### src/rtl/vc32_mem_pkg.sv
// Shared definitions for the quad-SPI PSRAM line-transfer sequencer.
// Holds the FSM state type, the PSRAM command bytes and the bus phase lengths.
package vc32_mem_pkg;

    typedef enum logic [2:0] {
        StIdle,
        StCmd,
        StAddr,
        StDummy,
        StData,
        StGap
    } state_e;

    localparam logic [7:0]  CMD_READ     = 8'hEB;
    localparam logic [7:0]  CMD_WRITE    = 8'h38;
    localparam int unsigned CMD_NIBBLES  = 2;
    localparam int unsigned ADDR_NIBBLES = 6;

endpackage

### src/rtl/dcache_qspi.sv
// Runs one quad-SPI transaction per cache request: a dirty-line writeback or a line fill.
// Nibbles move high-first; cache strobes are contiguous so the cache offset never splits.
module dcache_qspi
    import vc32_mem_pkg::*;
#(
    parameter int unsigned LINE_LENGTH = 4,
    parameter int unsigned PA          = 22,
    parameter int unsigned DUMMY       = 6,
    parameter int unsigned CS_GAP      = 1
) (
    input  logic                              clk,
    input  logic                              reset,
    input  logic                              req,
    input  logic                              push,
    input  logic                              pull,
    input  logic [PA-1:$clog2(LINE_LENGTH)]   tag,
    input  logic [3:0]                        dwrite,
    output logic                              rstrobe_d,
    output logic [3:0]                        dread,
    output logic                              wstrobe_d,
    output logic                              busy,
    output logic                              mem_cs_n,
    output logic                              mem_oe,
    output logic [3:0]                        mem_dout,
    input  logic [3:0]                        mem_din
);

    localparam int unsigned OffW      = $clog2(LINE_LENGTH);
    localparam int unsigned DataBeats = 2 * LINE_LENGTH;
    localparam int unsigned CntW      = $clog2(DataBeats + 16);

    localparam logic [CntW-1:0] CmdLoad   = CntW'(CMD_NIBBLES - 1);
    localparam logic [CntW-1:0] AddrLoad  = CntW'(ADDR_NIBBLES - 1);
    localparam logic [CntW-1:0] DummyLoad = CntW'(DUMMY - 1);
    localparam logic [CntW-1:0] DataLoad  = CntW'(DataBeats - 1);
    localparam logic [CntW-1:0] GapLoad   = CntW'(CS_GAP - 1);

    state_e                  state_q, state_d;
    logic [CntW-1:0]         cnt_q, cnt_d;
    logic [PA-1:OffW]        tag_q, tag_d;
    logic                    write_q, write_d;
    logic [3:0]              wdata_q;
    logic [3:0]              dread_q;
    logic                    wstrobe_q;

    logic [7:0]              cmd;
    logic [PA-1:0]           line_addr;
    logic [23:0]             byte_addr;
    logic [23:0]             addr_sh;

    // State register plus the small datapath registers tied to the bus phases.
    always_ff @(posedge clk) begin
        if (reset) begin
            state_q   <= StIdle;
            cnt_q     <= '0;
            tag_q     <= '0;
            write_q   <= 1'b0;
            wdata_q   <= '0;
            dread_q   <= '0;
            wstrobe_q <= 1'b0;
        end else begin
            state_q   <= state_d;
            cnt_q     <= cnt_d;
            tag_q     <= tag_d;
            write_q   <= write_d;
            wstrobe_q <= (state_q == StData) && !write_q;
            if (rstrobe_d) begin
                wdata_q <= dwrite;
            end
            if ((state_q == StData) && !write_q) begin
                dread_q <= mem_din;
            end
        end
    end

    // Next state; the single down-counter is reloaded on every state entry.
    always_comb begin
        state_d = state_q;
        cnt_d   = cnt_q - CntW'(1);
        tag_d   = tag_q;
        write_d = write_q;
        unique case (state_q)
            StIdle: begin
                cnt_d = cnt_q;
                if (req && (push || pull)) begin
                    state_d = StCmd;
                    cnt_d   = CmdLoad;
                    tag_d   = tag;
                    write_d = push;
                end
            end
            StCmd: begin
                if (cnt_q == '0) begin
                    state_d = StAddr;
                    cnt_d   = AddrLoad;
                end
            end
            StAddr: begin
                if (cnt_q == '0) begin
                    state_d = write_q ? StData : StDummy;
                    cnt_d   = write_q ? DataLoad : DummyLoad;
                end
            end
            StDummy: begin
                if (cnt_q == '0) begin
                    state_d = StData;
                    cnt_d   = DataLoad;
                end
            end
            StData: begin
                if (cnt_q == '0) begin
                    state_d = StGap;
                    cnt_d   = GapLoad;
                end
            end
            StGap: begin
                if (cnt_q == '0) begin
                    state_d = StIdle;
                    cnt_d   = '0;
                end
            end
            default: begin
                state_d = StIdle;
                cnt_d   = '0;
            end
        endcase
    end

    always_comb begin
        line_addr           = '0;
        line_addr[PA-1:OffW] = tag_q;
        byte_addr           = 24'(line_addr);
        addr_sh             = byte_addr >> (4 * cnt_q);
        cmd                 = write_q ? CMD_WRITE : CMD_READ;
    end

    // Outputs decode from state; the write strobe leads the bus by one cycle.
    always_comb begin
        mem_cs_n  = 1'b1;
        mem_oe    = 1'b0;
        mem_dout  = '0;
        rstrobe_d = 1'b0;
        busy      = (state_q != StIdle);
        unique case (state_q)
            StCmd: begin
                mem_cs_n = 1'b0;
                mem_oe   = 1'b1;
                mem_dout = cnt_q[0] ? cmd[7:4] : cmd[3:0];
            end
            StAddr: begin
                mem_cs_n  = 1'b0;
                mem_oe    = 1'b1;
                mem_dout  = addr_sh[3:0];
                rstrobe_d = write_q && (cnt_q == '0);
            end
            StDummy: begin
                mem_cs_n = 1'b0;
            end
            StData: begin
                mem_cs_n  = 1'b0;
                mem_oe    = write_q;
                mem_dout  = write_q ? wdata_q : 4'h0;
                rstrobe_d = write_q && (cnt_q != '0);
            end
            default: begin
            end
        endcase
    end

    assign dread     = dread_q;
    assign wstrobe_d = wstrobe_q;

endmodule

### config.mk
export PLATFORM = sky130hd
export DESIGN_NAME = dcache_qspi
export DESIGN_NICKNAME = d
export VERILOG_FILES = /design/src/rtl/vc32_mem_pkg.sv /design/src/rtl/dcache_qspi.sv
export SDC_FILE = /design/constraint.sdc
export NUM_CORES = 1
export LEC_CHECK = 0
export CORE_MARGIN = 2
export CORE_UTILIZATION = 50
export CTS_BUF_LIST = sky130_fd_sc_hd__clkbuf_4 sky130_fd_sc_hd__clkbuf_8
export DETAILED_ROUTE_END_ITERATION = 10
export GPL_ROUTABILITY_DRIVEN = 0
export PLACE_DENSITY = 0.81
export SYNTH_ARGS = -nofsm -noshare
export SYNTH_HDL_FRONTEND = slang
export SYNTH_SLANG_ARGS = --single-unit
### constraint.sdc
create_clock -name clk -period 4 [get_ports clk]
set_input_delay 0.8 -clock clk [delete_from_list [all_inputs] [get_ports clk]]
set_output_delay 0.8 -clock clk [all_outputs]
set_load 0.005 [all_outputs]
==> qor.yml <==
power_switching_share: 0.3453
root_buffer: "clkbuf_8"
synth.top_cells.by_area: "dfxtp_1 40%, nand2_1 9.5%, a21oi_1 7.4%"
worst_pin_slew_ns: 0.6774
cp_slowest_cell: "clkdlybuf4s50_1"
cts.sinks: 38
drt-initial-drc-count: 144
synth_xor_xnor_area_share: 0.004617
critPathArrivalTime_ns: 2.74
synth_seq_cells: 38
place_ws_ns: 0.7892
synth.distinct_cells: 38
ys_seq_area_frac: 0.4011
synth_top_family_by_area: "simple AND/OR/NAND/NOR gates"
routed_via_density: 5.394
synth_fa_ha_area_frac: 0.03298
antenna_cells: 0
synth_area_leader_cell: "dfxtp_1"
power_frac_clock: 0.264
crit_required_ns: 3.20
post_cts_buffers: 0
grt_max_degree: 25
crit_buf_inv: 4
start_util: 0.5181
yosys.area_share.simple: 0.2065
layout_commonest_cell: "nand2_1"
h-tree-depth: 2
hold_buffers: 0
areaGrowthSynthToFinish_pct: 31.66
drc: 0
dp_hpwl_um: 3058
die_area_um2: 4302
start_kind: "register"
crit_chain: "inv_1 -> ha_1 -> nor4b_4 -> inv_2 -> ha_1 -> a211o_1 -> inv_1 -> clkdlybuf4s50_1"
fin_crit_sh: 0.8849
power.density_nw_per_um2: 606.2
row_count: 22
hp-class: "reg2reg"
clk_pin_slew_ns: 0.08
rsz0062_at_grt: "no"
routedWlPerCell_um: 13.18
antenna_found_initial: 0
final_net_count: 309
p_int_uw: 991.2
first_pass_iters: 4
setup_viol: 0
cts_buffer_depth: 2
skew_ns: 0.005678
grtUsageTotal: 0.2186
pwr-share-seq: 0.347
drive_gt1_frac: 0.06618
netlist_instances: 233
cts_tree: "done"
synth-compound-area-share: 0.2038
timing.fmax_ghz: 0.2825
critPathKind: "reg2out"
dieHeight_um: 65.59
status: "finished clean"
antenna_left: 0
finalHoldViolCount: 0
cts_buffers: 5
vias: 1726
path_max_fanout: 9
irDropWorstVdd_mv: 0.2742
grt-ovfl-total: 0
synth_top_area_share: 0.4011
setup_ws_ns: 0.4604
clk_latency_ns: 0.29
power_leakage_uw: 0.0009303
cp_slowest_stage_delay_ns: 0.49
routed_wl_um: 4219
cts_resized: 0
slew_headroom: 0.5473
core-area_um2: 3661
grt_pass1_wl_um: 7231
tns_ns: 0
io_pins: 46
cap_violations: 0
drv_slew: 0
cp_top_family: "buffers and inverters"
power.share.combinational: 0.389
syn_nets: 271
period_needed_ns: 3.540
mostFrequentLayoutCells: "48 x nand2_1, 45 x clkdlybuf4s50_1, 38 x dfxtp_1, 28 x a21oi_1, 17 x nor2_1"
crit_path_end_kind: "primary output"
ys_warn_count: 0
die_w_um: 65.59
first_global_vias: 1563
syn-mean-instance-area_um2: 8.141
synth.mux.area_fraction: 0.09367
power.net_switching_uw: 522.7
synth_area_um2: 1897
portBuffers: 45
[layout make-up]
class	instances	area, um^2
Clock buffer	6	82.58
Clock inverter	2	60.06
Fill cell	315	1164
Inverter	9	33.78
Multi-Input combinational cell	169	1027
Sequential cell	38	760.7
Tap cell	48	60.06
Timing Repair Buffer	48	473.0
[state kept, by name, indices dropped and copies added (netlist names)]
register	flops
wdata_q	4
wstrobe_d	1
write_q	1
dread	4
cnt_q	5
state_q	3
tag_q	20
[cell families after synthesis]
group / count (synthesis)
AOI/OAI and AO/OA: 63
xor gates and xnor gates: 1
adders and majority gates: 5
buffers and inverters: 26
DFF: 38
muxes: 15
and+or+nand+nor: 85
[layer usage]
metal	vias to the layer above	GRT usage	wire, um
li1	887	-	-
met1	780	0.2957	1986
met2	53	0.3418	1977
met3	6	0.05479	191
met4	0	0.07031	63
met5	-	0	0
[per-stage QoR]
step                      hold WS [ns]  total power, uW  area, um^2  instances  utilization
after floorplan                 0.4329            920.5        1897        233            -
after global placement          0.4434             1109        2355        312       0.6432
after detailed placement        0.4475             1118        2355        312       0.6432
after CTS                       0.4580             1518        2497        320       0.6822
after global routing            0.4694             1624        2497        320       0.6822
final                           0.4594             1514        2497        320       0.6822
[power groups by stage]
stage / Clock, uW / Sequential (uW) / Combinational (uW)
3_3_place_gp: 0 / 528 / 581
6_report: 399 / 526 / 589
4_1_cts: 405 / 523 / 589
5_1_grt: 421 / 540 / 663
2_1_floorplan: 0 / 476 / 445
3_5_place_dp: 0 / 532 / 586
[synth_stat cells]
| cell type | count |
|---|---|
| ha_1 | 5 |
| a211o_1 | 1 |
| inv_1 | 7 |
| or4_1 | 3 |
| nor4_1 | 1 |
| dfxtp_1 | 38 |
| o21a_1 | 1 |
| nor2_1 | 17 |
| buf_1 | 1 |
| and2_1 | 1 |
| clkbuf_1 | 12 |
| o22ai_1 | 5 |
| mux2i_1 | 11 |
| o21bai_1 | 1 |
| buf_6 | 1 |
| nor3_1 | 1 |
| a211oi_1 | 2 |
| o21ai_0 | 9 |
| inv_2 | 2 |
| nand2_1 | 48 |
| nand4_1 | 2 |
| mux4_2 | 2 |
| nor4b_4 | 1 |
| o311ai_0 | 1 |
| mux2_2 | 2 |
| nand2b_1 | 4 |
| buf_2 | 3 |
| o31ai_1 | 1 |
| a32oi_1 | 6 |
| or3_1 | 1 |
| nor2b_1 | 4 |
| a31oi_1 | 2 |
| a21oi_1 | 28 |
| o2bb2a_1 | 1 |
| o2bb2ai_1 | 2 |
| nor3b_1 | 2 |
| a22oi_1 | 3 |
| xnor2_1 | 1 |
[final timing paths]
kind,from,end,slack [ns],cells past startpoint
worst max-delay path,cnt_q[1]$_SDFFE_PP0N_,rstrobe_d,0.46,8
worst min-delay path,tag_q[13]$_SDFFE_PP0P_,tag_q[13]$_SDFFE_PP0P_,0.46,2
worst max register to register,cnt_q[1]$_SDFFE_PP0N_,state_q[1]$_SDFFE_PP0P_,1.72,7
worst min register to register,tag_q[13]$_SDFFE_PP0P_,tag_q[13]$_SDFFE_PP0P_,0.46,2
[worst register-to-register path, cell delays in order (launching register included)]
cell and delay, ns:
dfxtp_1 0.40, inv_1 0.13, ha_1 0.22, nor4b_4 0.41, inv_2 0.10, ha_1 0.28, or4_1 0.51, a31oi_1 0.15
Power figures use the tool's default switching activity.
